### config.mk
export PLATFORM = sky130hd
export DESIGN_NAME = reg_file_arbiter_flat
export DESIGN_NICKNAME = d
export VERILOG_FILES = /design/src/rtl/reg_arb_pkg.sv /design/src/rtl/reg_file_arbiter_if.sv /design/src/rtl/arb_starve_cnt.sv /design/src/rtl/reg_file_arbiter.sv /design/src/flat_wrapper.sv
export SDC_FILE = /design/constraint.sdc
export NUM_CORES = 1
export LEC_CHECK = 0
export CORE_MARGIN = 2
export CORE_UTILIZATION = 39
export CTS_CLUSTER_DIAMETER = 120
export DETAILED_ROUTE_END_ITERATION = 16
export PLACE_DENSITY = 0.81
export SYNTH_ARGS = -nofsm -noshare
export SYNTH_HDL_FRONTEND = slang
export SYNTH_SLANG_ARGS = --single-unit
export TNS_END_PERCENT = 50
### constraint.sdc
create_clock -name Clk -period 3.12 [get_ports Clk]
set_input_delay 0.624 -clock Clk [delete_from_list [all_inputs] [get_ports Clk]]
set_output_delay 0.624 -clock Clk [all_outputs]
set_load 0.02 [all_outputs]
### src/rtl/reg_arb_pkg.sv
// ----------------------------------------------------------------------------
// reg_arb_pkg
// Shared types and constants for the LC-3 register-file arbiter.
//   DEF_DATA_W / DEF_ADDR_W : default register width / register index width
//   STARVE_W                : width of the debug starvation counter (limit 1..15)
//   PERF_W                  : width of the optional performance counters
//   arb_state_t             : arbiter FSM states
//   req_t                   : one requester's access request bundle
//   sat_inc                 : saturating increment for the performance counters
// ----------------------------------------------------------------------------
package reg_arb_pkg;

  localparam int DEF_DATA_W = 16;
  localparam int DEF_ADDR_W = 3;
  localparam int STARVE_W   = 4;
  localparam int PERF_W     = 16;

  typedef enum logic [1:0] {
    CPU_PRI   = 2'd0,
    DBG_FORCE = 2'd1,
    LOCKED    = 2'd2
  } arb_state_t;

  typedef struct packed {
    logic                  req;
    logic                  we;
    logic [DEF_ADDR_W-1:0] addr;
    logic [DEF_DATA_W-1:0] wdata;
  } req_t;

  // Counters stick at all-ones instead of wrapping back to zero.
  function automatic logic [PERF_W-1:0] sat_inc(input logic [PERF_W-1:0] value);
    return (value == '1) ? value : value + PERF_W'(1);
  endfunction

endpackage

### src/rtl/reg_file_arbiter_if.sv
// ----------------------------------------------------------------------------
// reg_file_arbiter_if
// Requester-side bus of the register-file arbiter: the CPU and debug access
// handshakes plus the debug lock control and lock status.
//   master : driven by the requesters (CPU datapath / debug host)
//   slave  : seen by the arbiter
// ----------------------------------------------------------------------------
interface reg_file_arbiter_if
  import reg_arb_pkg::*;
#(
  parameter int DATA_W = DEF_DATA_W,
  parameter int ADDR_W = DEF_ADDR_W
);

  logic              cpu_req;
  logic              cpu_we;
  logic [ADDR_W-1:0] cpu_addr;
  logic [DATA_W-1:0] cpu_wdata;
  logic              cpu_gnt;
  logic [DATA_W-1:0] cpu_rdata;
  logic              cpu_rvalid;

  logic              dbg_req;
  logic              dbg_we;
  logic [ADDR_W-1:0] dbg_addr;
  logic [DATA_W-1:0] dbg_wdata;
  logic              dbg_gnt;
  logic [DATA_W-1:0] dbg_rdata;
  logic              dbg_rvalid;
  logic              dbg_lock;

  logic              locked;

  modport master (
    output cpu_req, cpu_we, cpu_addr, cpu_wdata,
    output dbg_req, dbg_we, dbg_addr, dbg_wdata, dbg_lock,
    input  cpu_gnt, cpu_rdata, cpu_rvalid,
    input  dbg_gnt, dbg_rdata, dbg_rvalid,
    input  locked
  );

  modport slave (
    input  cpu_req, cpu_we, cpu_addr, cpu_wdata,
    input  dbg_req, dbg_we, dbg_addr, dbg_wdata, dbg_lock,
    output cpu_gnt, cpu_rdata, cpu_rvalid,
    output dbg_gnt, dbg_rdata, dbg_rvalid,
    output locked
  );

endinterface

### src/rtl/arb_starve_cnt.sv
// ----------------------------------------------------------------------------
// arb_starve_cnt
// Saturating count of consecutive cycles in which debug asked for the port
// and was refused.
//   clk, rst  : clock, asynchronous active-high reset
//   starve    : debug requesting and not granted this cycle
//   limit_hit : the count is at LIMIT after this edge (debug must win next)
// ----------------------------------------------------------------------------
module arb_starve_cnt
  import reg_arb_pkg::*;
#(
  parameter int LIMIT = 4
) (
  input  logic clk,
  input  logic rst,
  input  logic starve,
  output logic limit_hit
);

  localparam logic [STARVE_W-1:0] LIMIT_V = STARVE_W'(LIMIT);

  logic [STARVE_W-1:0] count;
  logic [STARVE_W-1:0] count_next;

  // Any cycle without starvation (debug granted or not asking) restarts the
  // run; otherwise count up and stick at the limit.
  always_comb begin
    count_next = '0;
    if (starve) begin
      count_next = (count == LIMIT_V) ? count : count + STARVE_W'(1);
    end
  end

  // Flag is derived from the next value so the FSM can switch to forced
  // debug priority on the same edge the limit is reached.
  assign limit_hit = starve && (count_next == LIMIT_V);

  // Holds the starvation run length.
  always_ff @(posedge clk or posedge rst) begin
    if (rst) begin
      count <= '0;
    end else begin
      count <= count_next;
    end
  end

endmodule

### src/rtl/reg_file_arbiter.sv
// ----------------------------------------------------------------------------
// reg_file_arbiter
// Shares the LC-3 register file's write port and SR1 read port between the
// CPU datapath (default priority) and the debug/host port. One access per
// cycle; debug is forced through after STARVE_LIMIT refused cycles and can
// lock the port for atomic multi-access sequences.
//
// Ports:
//   Clk, Reset_ah : clock, asynchronous active-high reset
//   bus           : requester handshakes (reg_file_arbiter_if.slave)
//   rf_ld_reg     : reg_file LD_REG
//   rf_dr         : reg_file DRMUX_out (write index)
//   rf_sr1        : reg_file SR1MUX_out (read index)
//   rf_wdata      : reg_file bus_data (write data)
//   rf_sr1_data   : reg_file SR1_OUT (read data)
//
// Optional feature, macro REG_ARB_PERF_EN:
//   cpu_gnt_cnt, dbg_gnt_cnt : granted transfers per requester
//   cpu_stall_cnt            : cycles with the CPU requesting but refused
//   All saturate at 0xFFFF. Without the macro these ports do not exist.
//
// Parameters: DATA_W, ADDR_W, STARVE_LIMIT (1..15).
// ----------------------------------------------------------------------------
module reg_file_arbiter
  import reg_arb_pkg::*;
#(
  parameter int DATA_W       = DEF_DATA_W,
  parameter int ADDR_W       = DEF_ADDR_W,
  parameter int STARVE_LIMIT = 4
) (
  input  logic              Clk,
  input  logic              Reset_ah,
  reg_file_arbiter_if.slave bus,
  output logic              rf_ld_reg,
  output logic [ADDR_W-1:0] rf_dr,
  output logic [ADDR_W-1:0] rf_sr1,
  output logic [DATA_W-1:0] rf_wdata,
  input  logic [DATA_W-1:0] rf_sr1_data
`ifdef REG_ARB_PERF_EN
  ,
  output logic [PERF_W-1:0] cpu_gnt_cnt,
  output logic [PERF_W-1:0] dbg_gnt_cnt,
  output logic [PERF_W-1:0] cpu_stall_cnt
`endif
);

  arb_state_t        state;
  logic              locked_q;
  logic              cpu_gnt_c;
  logic              dbg_gnt_c;
  logic              dbg_starve;
  logic              starve_hit;
  logic              cpu_rvalid_q;
  logic              dbg_rvalid_q;
  logic [DATA_W-1:0] cpu_rdata_q;
  logic [DATA_W-1:0] dbg_rdata_q;

  // Same-cycle grant decision. Grants are held low while reset is asserted
  // so every output reads zero during reset. In DBG_FORCE the CPU may still
  // use an otherwise idle port while debug is not asking.
  always_comb begin
    cpu_gnt_c = 1'b0;
    dbg_gnt_c = 1'b0;
    if (!Reset_ah) begin
      case (state)
        CPU_PRI: begin
          cpu_gnt_c = bus.cpu_req;
          dbg_gnt_c = bus.dbg_req && !bus.cpu_req;
        end
        DBG_FORCE: begin
          dbg_gnt_c = bus.dbg_req;
          cpu_gnt_c = bus.cpu_req && !bus.dbg_req;
        end
        LOCKED: begin
          dbg_gnt_c = bus.dbg_req;
        end
        default: begin
          cpu_gnt_c = 1'b0;
          dbg_gnt_c = 1'b0;
        end
      endcase
    end
  end

  // Steer the winner onto the register-file ports; everything idles at 0.
  always_comb begin
    rf_ld_reg = 1'b0;
    rf_dr     = '0;
    rf_sr1    = '0;
    rf_wdata  = '0;
    if (cpu_gnt_c) begin
      if (bus.cpu_we) begin
        rf_ld_reg = 1'b1;
        rf_dr     = bus.cpu_addr;
        rf_wdata  = bus.cpu_wdata;
      end else begin
        rf_sr1 = bus.cpu_addr;
      end
    end else if (dbg_gnt_c) begin
      if (bus.dbg_we) begin
        rf_ld_reg = 1'b1;
        rf_dr     = bus.dbg_addr;
        rf_wdata  = bus.dbg_wdata;
      end else begin
        rf_sr1 = bus.dbg_addr;
      end
    end
  end

  assign dbg_starve = bus.dbg_req && !dbg_gnt_c;

  arb_starve_cnt #(
    .LIMIT(STARVE_LIMIT)
  ) u_starve (
    .clk      (Clk),
    .rst      (Reset_ah),
    .starve   (dbg_starve),
    .limit_hit(starve_hit)
  );

  // Arbitration FSM with the registered lock status. A granted debug transfer
  // carrying dbg_lock always ends in LOCKED; one without it always ends in
  // CPU_PRI. Starvation only matters while the CPU has priority.
  always_ff @(posedge Clk or posedge Reset_ah) begin
    if (Reset_ah) begin
      state    <= CPU_PRI;
      locked_q <= 1'b0;
    end else begin
      case (state)
        CPU_PRI: begin
          if (dbg_gnt_c && bus.dbg_lock) begin
            state    <= LOCKED;
            locked_q <= 1'b1;
          end else if (starve_hit) begin
            state <= DBG_FORCE;
          end
        end
        DBG_FORCE: begin
          if (dbg_gnt_c) begin
            if (bus.dbg_lock) begin
              state    <= LOCKED;
              locked_q <= 1'b1;
            end else begin
              state    <= CPU_PRI;
              locked_q <= 1'b0;
            end
          end
        end
        LOCKED: begin
          if (dbg_gnt_c && !bus.dbg_lock) begin
            state    <= CPU_PRI;
            locked_q <= 1'b0;
          end
        end
        default: begin
          state    <= CPU_PRI;
          locked_q <= 1'b0;
        end
      endcase
    end
  end

  // Capture SR1_OUT at the edge closing a granted read and strobe rvalid for
  // one cycle; rdata then holds until that requester reads again.
  always_ff @(posedge Clk or posedge Reset_ah) begin
    if (Reset_ah) begin
      cpu_rvalid_q <= 1'b0;
      dbg_rvalid_q <= 1'b0;
      cpu_rdata_q  <= '0;
      dbg_rdata_q  <= '0;
    end else begin
      cpu_rvalid_q <= cpu_gnt_c && !bus.cpu_we;
      dbg_rvalid_q <= dbg_gnt_c && !bus.dbg_we;
      if (cpu_gnt_c && !bus.cpu_we) begin
        cpu_rdata_q <= rf_sr1_data;
      end
      if (dbg_gnt_c && !bus.dbg_we) begin
        dbg_rdata_q <= rf_sr1_data;
      end
    end
  end

  assign bus.cpu_gnt    = cpu_gnt_c;
  assign bus.dbg_gnt    = dbg_gnt_c;
  assign bus.cpu_rdata  = cpu_rdata_q;
  assign bus.dbg_rdata  = dbg_rdata_q;
  assign bus.cpu_rvalid = cpu_rvalid_q;
  assign bus.dbg_rvalid = dbg_rvalid_q;
  assign bus.locked     = locked_q;

`ifdef REG_ARB_PERF_EN
  // Usage statistics: transfers per requester and CPU cycles lost to debug.
  always_ff @(posedge Clk or posedge Reset_ah) begin
    if (Reset_ah) begin
      cpu_gnt_cnt   <= '0;
      dbg_gnt_cnt   <= '0;
      cpu_stall_cnt <= '0;
    end else begin
      if (cpu_gnt_c) begin
        cpu_gnt_cnt <= sat_inc(cpu_gnt_cnt);
      end
      if (dbg_gnt_c) begin
        dbg_gnt_cnt <= sat_inc(dbg_gnt_cnt);
      end
      if (bus.cpu_req && !cpu_gnt_c) begin
        cpu_stall_cnt <= sat_inc(cpu_stall_cnt);
      end
    end
  end
`endif

endmodule
### src/flat_wrapper.sv
// flat-port wrapper written by rule: the top's interface ports become plain ports
module reg_file_arbiter_flat import reg_arb_pkg::*;
#(
  parameter int DATA_W       = DEF_DATA_W,
  parameter int ADDR_W       = DEF_ADDR_W,
  parameter int STARVE_LIMIT = 4
)
  (Clk, Reset_ah, rf_ld_reg, rf_dr, rf_sr1, rf_wdata, rf_sr1_data, bus_cpu_req, bus_cpu_we, bus_cpu_addr, bus_cpu_wdata, bus_dbg_req, bus_dbg_we, bus_dbg_addr, bus_dbg_wdata, bus_dbg_lock, bus_cpu_gnt, bus_cpu_rdata, bus_cpu_rvalid, bus_dbg_gnt, bus_dbg_rdata, bus_dbg_rvalid, bus_locked);
  reg_file_arbiter_if #(.DATA_W(DATA_W), .ADDR_W(ADDR_W)) bus_i ();
  input  logic Clk;
  input  logic Reset_ah;
  output logic rf_ld_reg;
  output logic [ADDR_W-1:0] rf_dr;
  output logic [ADDR_W-1:0] rf_sr1;
  output logic [DATA_W-1:0] rf_wdata;
  input  logic [DATA_W-1:0] rf_sr1_data;
  input wire logic [$bits(bus_i.cpu_req)-1:0] bus_cpu_req;
  input wire logic [$bits(bus_i.cpu_we)-1:0] bus_cpu_we;
  input wire logic [$bits(bus_i.cpu_addr)-1:0] bus_cpu_addr;
  input wire logic [$bits(bus_i.cpu_wdata)-1:0] bus_cpu_wdata;
  input wire logic [$bits(bus_i.dbg_req)-1:0] bus_dbg_req;
  input wire logic [$bits(bus_i.dbg_we)-1:0] bus_dbg_we;
  input wire logic [$bits(bus_i.dbg_addr)-1:0] bus_dbg_addr;
  input wire logic [$bits(bus_i.dbg_wdata)-1:0] bus_dbg_wdata;
  input wire logic [$bits(bus_i.dbg_lock)-1:0] bus_dbg_lock;
  output wire logic [$bits(bus_i.cpu_gnt)-1:0] bus_cpu_gnt;
  output wire logic [$bits(bus_i.cpu_rdata)-1:0] bus_cpu_rdata;
  output wire logic [$bits(bus_i.cpu_rvalid)-1:0] bus_cpu_rvalid;
  output wire logic [$bits(bus_i.dbg_gnt)-1:0] bus_dbg_gnt;
  output wire logic [$bits(bus_i.dbg_rdata)-1:0] bus_dbg_rdata;
  output wire logic [$bits(bus_i.dbg_rvalid)-1:0] bus_dbg_rvalid;
  output wire logic [$bits(bus_i.locked)-1:0] bus_locked;
  assign bus_i.cpu_req = bus_cpu_req;
  assign bus_i.cpu_we = bus_cpu_we;
  assign bus_i.cpu_addr = bus_cpu_addr;
  assign bus_i.cpu_wdata = bus_cpu_wdata;
  assign bus_i.dbg_req = bus_dbg_req;
  assign bus_i.dbg_we = bus_dbg_we;
  assign bus_i.dbg_addr = bus_dbg_addr;
  assign bus_i.dbg_wdata = bus_dbg_wdata;
  assign bus_i.dbg_lock = bus_dbg_lock;
  assign bus_cpu_gnt = bus_i.cpu_gnt;
  assign bus_cpu_rdata = bus_i.cpu_rdata;
  assign bus_cpu_rvalid = bus_i.cpu_rvalid;
  assign bus_dbg_gnt = bus_i.dbg_gnt;
  assign bus_dbg_rdata = bus_i.dbg_rdata;
  assign bus_dbg_rvalid = bus_i.dbg_rvalid;
  assign bus_locked = bus_i.locked;
  reg_file_arbiter #(.DATA_W(DATA_W), .ADDR_W(ADDR_W), .STARVE_LIMIT(STARVE_LIMIT)) u_core (.Clk(Clk), .Reset_ah(Reset_ah), .bus(bus_i), .rf_ld_reg(rf_ld_reg), .rf_dr(rf_dr), .rf_sr1(rf_sr1), .rf_wdata(rf_wdata), .rf_sr1_data(rf_sr1_data));
endmodule
==> out/metrics.csv, run 1 <==
stage,metric,value,unit
yosys,synthXorXnorAreaFrac,0,%
critical_path,critPathKind,input pin to output pin,
floorplanning,start_util,39.9,%
critical_path,cp-end-kind,output pin,
sta,period_minus_slack,3.02,ns
drt,drt-wirelength-per-cell,15.8,um
cts,cts_tree,yes,
yosys,syn-num-nets,227,
sta,max-slew-margin-rel,66.1,%
power,powerDensity,802,nW/um^2
critical_path,worstPathRequired,2.50,ns
cts,clk_pin_slew,0.08,ns
floorplanning,coreArea,5440,um^2
hold_path,hold_path_class,flip-flop to flip-flop,
floorplanning,chipWidth,78.6,um
cells_and_area,final_cell_mix,"clkdlybuf4s50_1 (97), dfrtp_1 (41), mux2_4 (25), a22o_1 (22), dlygate4sd2_1 (22)",
cells_and_area,syn_to_final_growth,66.8,%
cells_and_area,diodes,0,
grt,grt_pass1_wl,9.20,mm
floorplanning,ioPinCount,121,
floorplanning,die_area,6180,um^2
floorplanning,die_h,78.6,um
yosys,yosys.area_share.simple,7.67,%
power,finalPower,2900,uW
yosys,ys_seq_elements,41,
drt,wirelength_met1,2.19,mm
yosys,synth_fa_ha_area_share,3.46,%
drt,vias,1832,
cells_and_area,nets,358,
critical_path,worstPathArrival,2.39,ns
grt,grt_overflow_total,0,
critical_path,critical_path.max_fanout,20,
sta,maxSlewViolCount,0,
grt,grt_max_degree,42,
power,p_leak,0.00168,uW
drt,firstDrtPassIters,4,
grt,antenna_found_initial,0,
yosys,synth_top_family_by_area,multiplexers,
sta,setup_viol,0,
run,maxCapViolCount,0,
yosys,synthMuxAreaShare,21.4,%
outcome,status,"complete, no violations",
yosys,ys_seq_area_share,47.3,%
placement,gp_congestion,0.796,
cells_and_area,drive_gt1_share,20.9,%
drt,dr_wl_met2,2.99,mm
placement,post-dp-hpwl,4.50,mm
grt,grt_pass1_vias,1895,
critical_path,r2r_slack,0.90,ns
drt,vias_per_cell,5.03,
drt,drtIter0Drc,62,
sta,finalCritPeriodShare,96.8,%
cts,cts_made_buffers,5,
cts,insertion_delay,0.29,ns
drt,drc,0,
drt,routed.top_layer,met4,
sta,worstMarginPinSlew,0.509,ns
drt,totalWireLength,5.74,mm
grt,grt_use_total,19.6,%
yosys,syn_area_per_cell,13.6,um^2
yosys,synth_area,2170,um^2
sta,fin_skew,0.00358,ns
cts,cts_max_path_buffers,2,
sta,rsz0062_at_grt,no,
drt,ant_nets,0,
yosys,synth_cells,160,
cts,cts.sinks,41,
yosys,yosysUniqueCellTypes,38,
cts,root_buffer,clkbuf_8,
cts,cts.htree.levels,2,
power,ir_drop,378,uV
yosys,synth_compound_area_share,15.6,%
sta,final_hold_viol_count,0,
placement,port_buffers,120,
sta,clock.fmax,0.331,GHz
drt,wl_met3,422,um
yosys,yosys_warnings,0,
critical_path,crit_path_start_kind,input pin,
cells_and_area,final_common_cell,clkdlybuf4s50_1,
floorplanning,row_count,27,
cells_and_area,final_core_util,66.6,%
sequential cells by signal, indices dropped and copies added (netlist names):
signal                 cells
u_core.bus.dbg_rvalid      1
u_core.bus.cpu_rvalid      1
u_core.bus.dbg_rdata      16
u_core.bus.cpu_rdata      16
u_core.bus.locked          1
u_core.state               2
u_core.u_starve.count      4
power breakdown:
part	internal, uW	switching [uW]
combinational	830	670
clock	322	186
sequential	754	141
kinds of logic after synthesis:
kind of cell               Yosys count
AOI/OAI and AO/OA                   39
adders and majority gates            6
muxes                               33
and+or+nand+nor                     23
DFF                                 41
buffers and inverters               18
layout make-up:
type	count	area [um^2]
clock buffer	5	68.8
tap	72	90.1
fill	434	1820
timing repair buffer	131	1280
inverter	11	41.3
sequential	41	1030
multi-input combinational	101	1050
clock inverter	3	68.8
synthesized netlist by cell type:
cell        n  area, um^2
buf_6       3        33.8
nand4_1     1        6.26
o211ai_4    1        21.3
nand4bb_1   1        11.3
nor3_1      3        15.0
o21a_1      2        15.0
o211a_4     1        17.5
buf_4       2        15.0
o21ai_2     1        8.76
nor3b_4     1        18.8
o311ai_0    1        8.76
dfrtp_1    41        1030
nand3_1     1        5.00
buf_2       2        10.0
a22o_1     22         193
and4_1      2        17.5
and2_1      3        18.8
ha_1        6        75.1
o21ai_0     2        10.0
nor2b_4     1        13.8
a31oi_1     2        12.5
o21ai_1     1        5.00
nand2_1     1        3.75
mux2_4     25         375
mux2_2      7        78.8
nor2b_1     1        6.26
or2_1       1        6.26
inv_1      11        41.3
o2111ai_1   1        8.76
o22ai_1     1        6.26
and2b_4     1        10.0
nor3_2      1        10.0
o41ai_2     1        16.3
nand2b_1    1        6.26
and3_1      1        6.26
nor2_1      3        11.3
mux2i_1     1        10.0
a21oi_1     3        15.0
worst paths after layout:
check / end / start / cells past startpoint
worst max-delay path: rf_wdata[7] / bus_dbg_req / 7
worst min-delay path: u_core.bus.dbg_rdata[14] / u_core.bus.dbg_rdata[14] / 1
worst max register to register: u_core.bus.cpu_rdata[10] / u_core.state[1] / 7
worst min register to register: u_core.bus.dbg_rdata[14] / u_core.bus.dbg_rdata[14] / 1
max in group asynchronous: u_core.bus.cpu_rdata[3] / Reset_ah / 3
min in group asynchronous: u_core.state[0] / Reset_ah / 3
timing repair:
item	in CTS	in global routing
hold buffers	0	0
setup buffers	0	0
resized for setup	23	0
setup endpoints to repair	22	0
through the flow:
step	instance area, um^2	setup TNS (ns)	hold WS [ns]	setup WS [ns]	cells
2_1_floorplan	2170	0	0.519	0.0526	160
3_3_place_gp	3510	-2.28	0.487	-0.158	356
4_1_cts	3620	0	0.513	0.0841	364
5_1_grt	3620	0	0.519	0.0112	364
3_5_place_dp	3510	-2.94	0.493	-0.189	356
6_report	3620	0	0.511	0.101	364
worst max-delay path: stages:
cell and delay [ns]:
clkdlybuf4s50_1 0.52, nor3b_4 0.23, o21ai_2 0.10, nor3_2 0.23
buf_12 0.18, a22o_1 0.17, dlygate4sd2_1 0.34
per-layer routing:
layer | vias up | track usage (%)
met5 | - | 0
met4 | 0 | 6.84
met3 | 9 | 6.21
met2 | 90 | 35.2
met1 | 882 | 21.7
li1 | 851 | -
(Power assumes the default switching activity.)
==> run 2: changes to the inputs <==
Settings changed: SLEW_MARGIN from default to 10.
==> results of run 2 <==
The final DEF is identical to that of run 1; final timing and power are the same.
==> run 3: changes to the inputs <==
Settings changed: GPL_TIMING_DRIVEN from default to 0, SLEW_MARGIN 10 to 20.
==> run 3 against run 2 <==
Critical path type unchanged; clock power is 13% lower; final cell count is 0.55% higher; design area is 0.35% higher; global-route usage is 1.7 points lower; first-iteration DRC count is 55% lower; die area stayed put; critical path depth stayed put; fmax is 0.48% higher.
==> out/metrics.csv, run 3 (synthesis gave the netlist of run 1 again) <==
stage,metric,value,unit,change
critical_path,critPathKind,input pin to output pin,,unchanged
sta,worstMarginPinSlew,0.423,ns,was 0.509 ns
placement,port_buffers,120,,unchanged
cells_and_area,diodes,0,,unchanged
hold_path,hold_path_class,flip-flop to flip-flop,,unchanged
sta,finalCritPeriodShare,96.3,%,was 96.8%
cells_and_area,syn_to_final_growth,67.4,%,was 66.8%
critical_path,worstPathArrival,2.38,ns,was 2.39 ns
sta,final_hold_viol_count,0,,unchanged
cts,cts.sinks,41,,unchanged
power,power_frac_seq,31.5,%,was 30.9%
cts,insertion_delay,0.29,ns,about the same
power,p_leak,0.00167,uW,was 0.00168 uW
grt,grt_pass1_wl,8.53,mm,was 9.20 mm
cts,clk_pin_slew,0.07,ns,was 0.08 ns
cts,cts_tree,yes,,unchanged
power,p_clk_share,15.7,%,was 17.5%
floorplanning,die_area,6180,um^2,unchanged
drt,ant_nets,0,,unchanged
cts,cts_max_path_buffers,2,,unchanged
grt,grt_pass1_vias,1843,,was 1895
floorplanning,row_count,27,,unchanged
power,powerDensity,777,nW/um^2,was 802 nW/um^2
power,combPwrFrac,52.8,%,was 51.7%
sta,setup_viol,0,,unchanged
drt,drt-wirelength-per-cell,14.9,um,was 15.8 um
power,internal-power,1840,uW,was 1910 uW
cts,cts.htree.levels,2,,unchanged
floorplanning,start_util,39.9,%,unchanged
placement,gp_congestion,0.780,,was 0.796
drt,drtIter0Drc,28,,was 62
grt,grt_overflow_total,0,,unchanged
cts,cts_hold_buf,0,,unchanged
drt,totalWireLength,5.46,mm,was 5.74 mm
cts,cts_made_buffers,5,,unchanged
floorplanning,coreArea,5440,um^2,unchanged
drt,firstDrtPassIters,4,,unchanged
cells_and_area,nets,360,,was 358
cells_and_area,drive_gt1_share,22.4,%,was 20.9%
critical_path,critical_path.max_fanout,10,,was 20
outcome,status,"complete, no violations",,unchanged
drt,drc,0,,unchanged
grt,grt_max_degree,27,,was 42
critical_path,critPathMaxStageDelay,0.51,ns,was 0.52 ns
critical_path,worstPathRequired,2.50,ns,about the same
run,maxCapViolCount,0,,unchanged
power,finalPower,2820,uW,was 2900 uW
sta,period_minus_slack,3.00,ns,was 3.02 ns
floorplanning,chipWidth,78.6,um,unchanged
drt,vias_per_cell,5.00,,was 5.03
sta,rsz0062_at_grt,no,,unchanged
sta,fin_skew,0.00822,ns,was 0.00358 ns
critical_path,cp-end-kind,output pin,,unchanged
sta,clock.fmax,0.333,GHz,was 0.331 GHz
cells_and_area,final_common_cell,clkdlybuf4s50_1,,unchanged
drt,vias,1830,,was 1832
floorplanning,ioPinCount,121,,unchanged
power,switching_share,34.8,%,was 34.3%
grt,antenna_found_initial,0,,unchanged
critical_path,crit_path_start_kind,input pin,,unchanged
sta,max-slew-margin-rel,71.7,%,was 66.1%
floorplanning,die_h,78.6,um,unchanged
critical_path,cpMaxStageDelayCell,clkdlybuf4s50_1,,unchanged
sta,maxSlewViolCount,0,,unchanged
critical_path,path_buf_inv,3,,unchanged
sta,hold_ws,0.511,ns,about the same
placement,post-dp-hpwl,4.43,mm,was 4.50 mm
grt,grt_use_total,17.9,%,was 19.6%
power,ir_drop,361,uV,was 378 uV
critical_path,crit_chain,"clkdlybuf4s50_1, nor3b_4, o21ai_2, nor3_2, buf_4, a22o_1, dlygate4sd2_1",,"was clkdlybuf4s50_1, nor3b_4, o21ai_2, nor3_2, buf_12, a22o_1, dlygate4sd2_1"
critical_path,crit_family,buffers and inverters,,unchanged
cts,root_buffer,clkbuf_8,,unchanged
cells_and_area,final_cell_mix,"clkdlybuf4s50_1 (96), dfrtp_1 (41), mux2_4 (25), a22o_1 (22), dlygate4sd2_1 (16)",,"was clkdlybuf4s50_1 (97), dfrtp_1 (41), mux2_4 (25), a22o_1 (22), dlygate4sd2_1 (22)"
power,p_switching,982,uW,was 996 uW
==> run 3: layout make-up <==
cell class                      count  area (um^2)
Clock buffer                        6         82.6
Tap cell                           72         90.1
Timing Repair Buffer              126         1240
Clock inverter                      2         37.5
Fill cell                         430         1810
Inverter                           11         46.3
Sequential cell                    41         1030
Multi-Input combinational cell    101         1050
Buffer                              7         58.8
==> run 3: final timing paths <==
kind	from	end	slack [ns]	cells after the start
hold reg to reg	u_core.bus.cpu_rdata[11]	u_core.bus.cpu_rdata[11]	0.51	1
setup / recovery	Reset_ah	rf_wdata[15]	0.12	7
setup reg to reg	u_core.state[0]	u_core.bus.dbg_rdata[10]	1.08	6
min in group asynchronous	Reset_ah	u_core.bus.locked	0.74	3
max in group asynchronous	Reset_ah	u_core.bus.cpu_rdata[11]	2.07	4
hold / removal	u_core.bus.cpu_rdata[11]	u_core.bus.cpu_rdata[11]	0.51	1
==> run 3: per-layer routing <==
metal	GRT usage [%]	vias up	part of all wire, %
met5	0	-	0
met4	8.07	0	2.9
met3	6.32	11	9.2
met2	31.8	103	50
met1	19.0	858	38
li1	-	858	-
==> run 3: repair_timing <==
item,CTS,global route
setup endpoints to repair,23,23
buffers inserted,1,4
gates resized for setup,35,3
endpoints found under the hold margin,0,0
==> run 3: per-stage QoR <==
step                      worst slack, ns  cells  util, %  area [um^2]  TNS, ns
after floorplan                    0.0526    160        -         2170        0
after global placement              -1.34    352     63.6         3460   -36.37
after detailed placement           -0.385    353     64.0         3480    -7.82
after CTS                         0.00113    362     66.1         3600        0
after global routing              0.00861    366     66.8         3630        0
final                               0.116    366     66.8         3630        0
==> run 3: power groups by stage <==
stage	sequential, uW	combinational (uW)	clock [uW]
detailed placement	897	1520	0
finish	888	1490	443
global route	919	1580	487
floorplan	1140	586	0
global placement	888	1500	0
CTS	890	1500	458
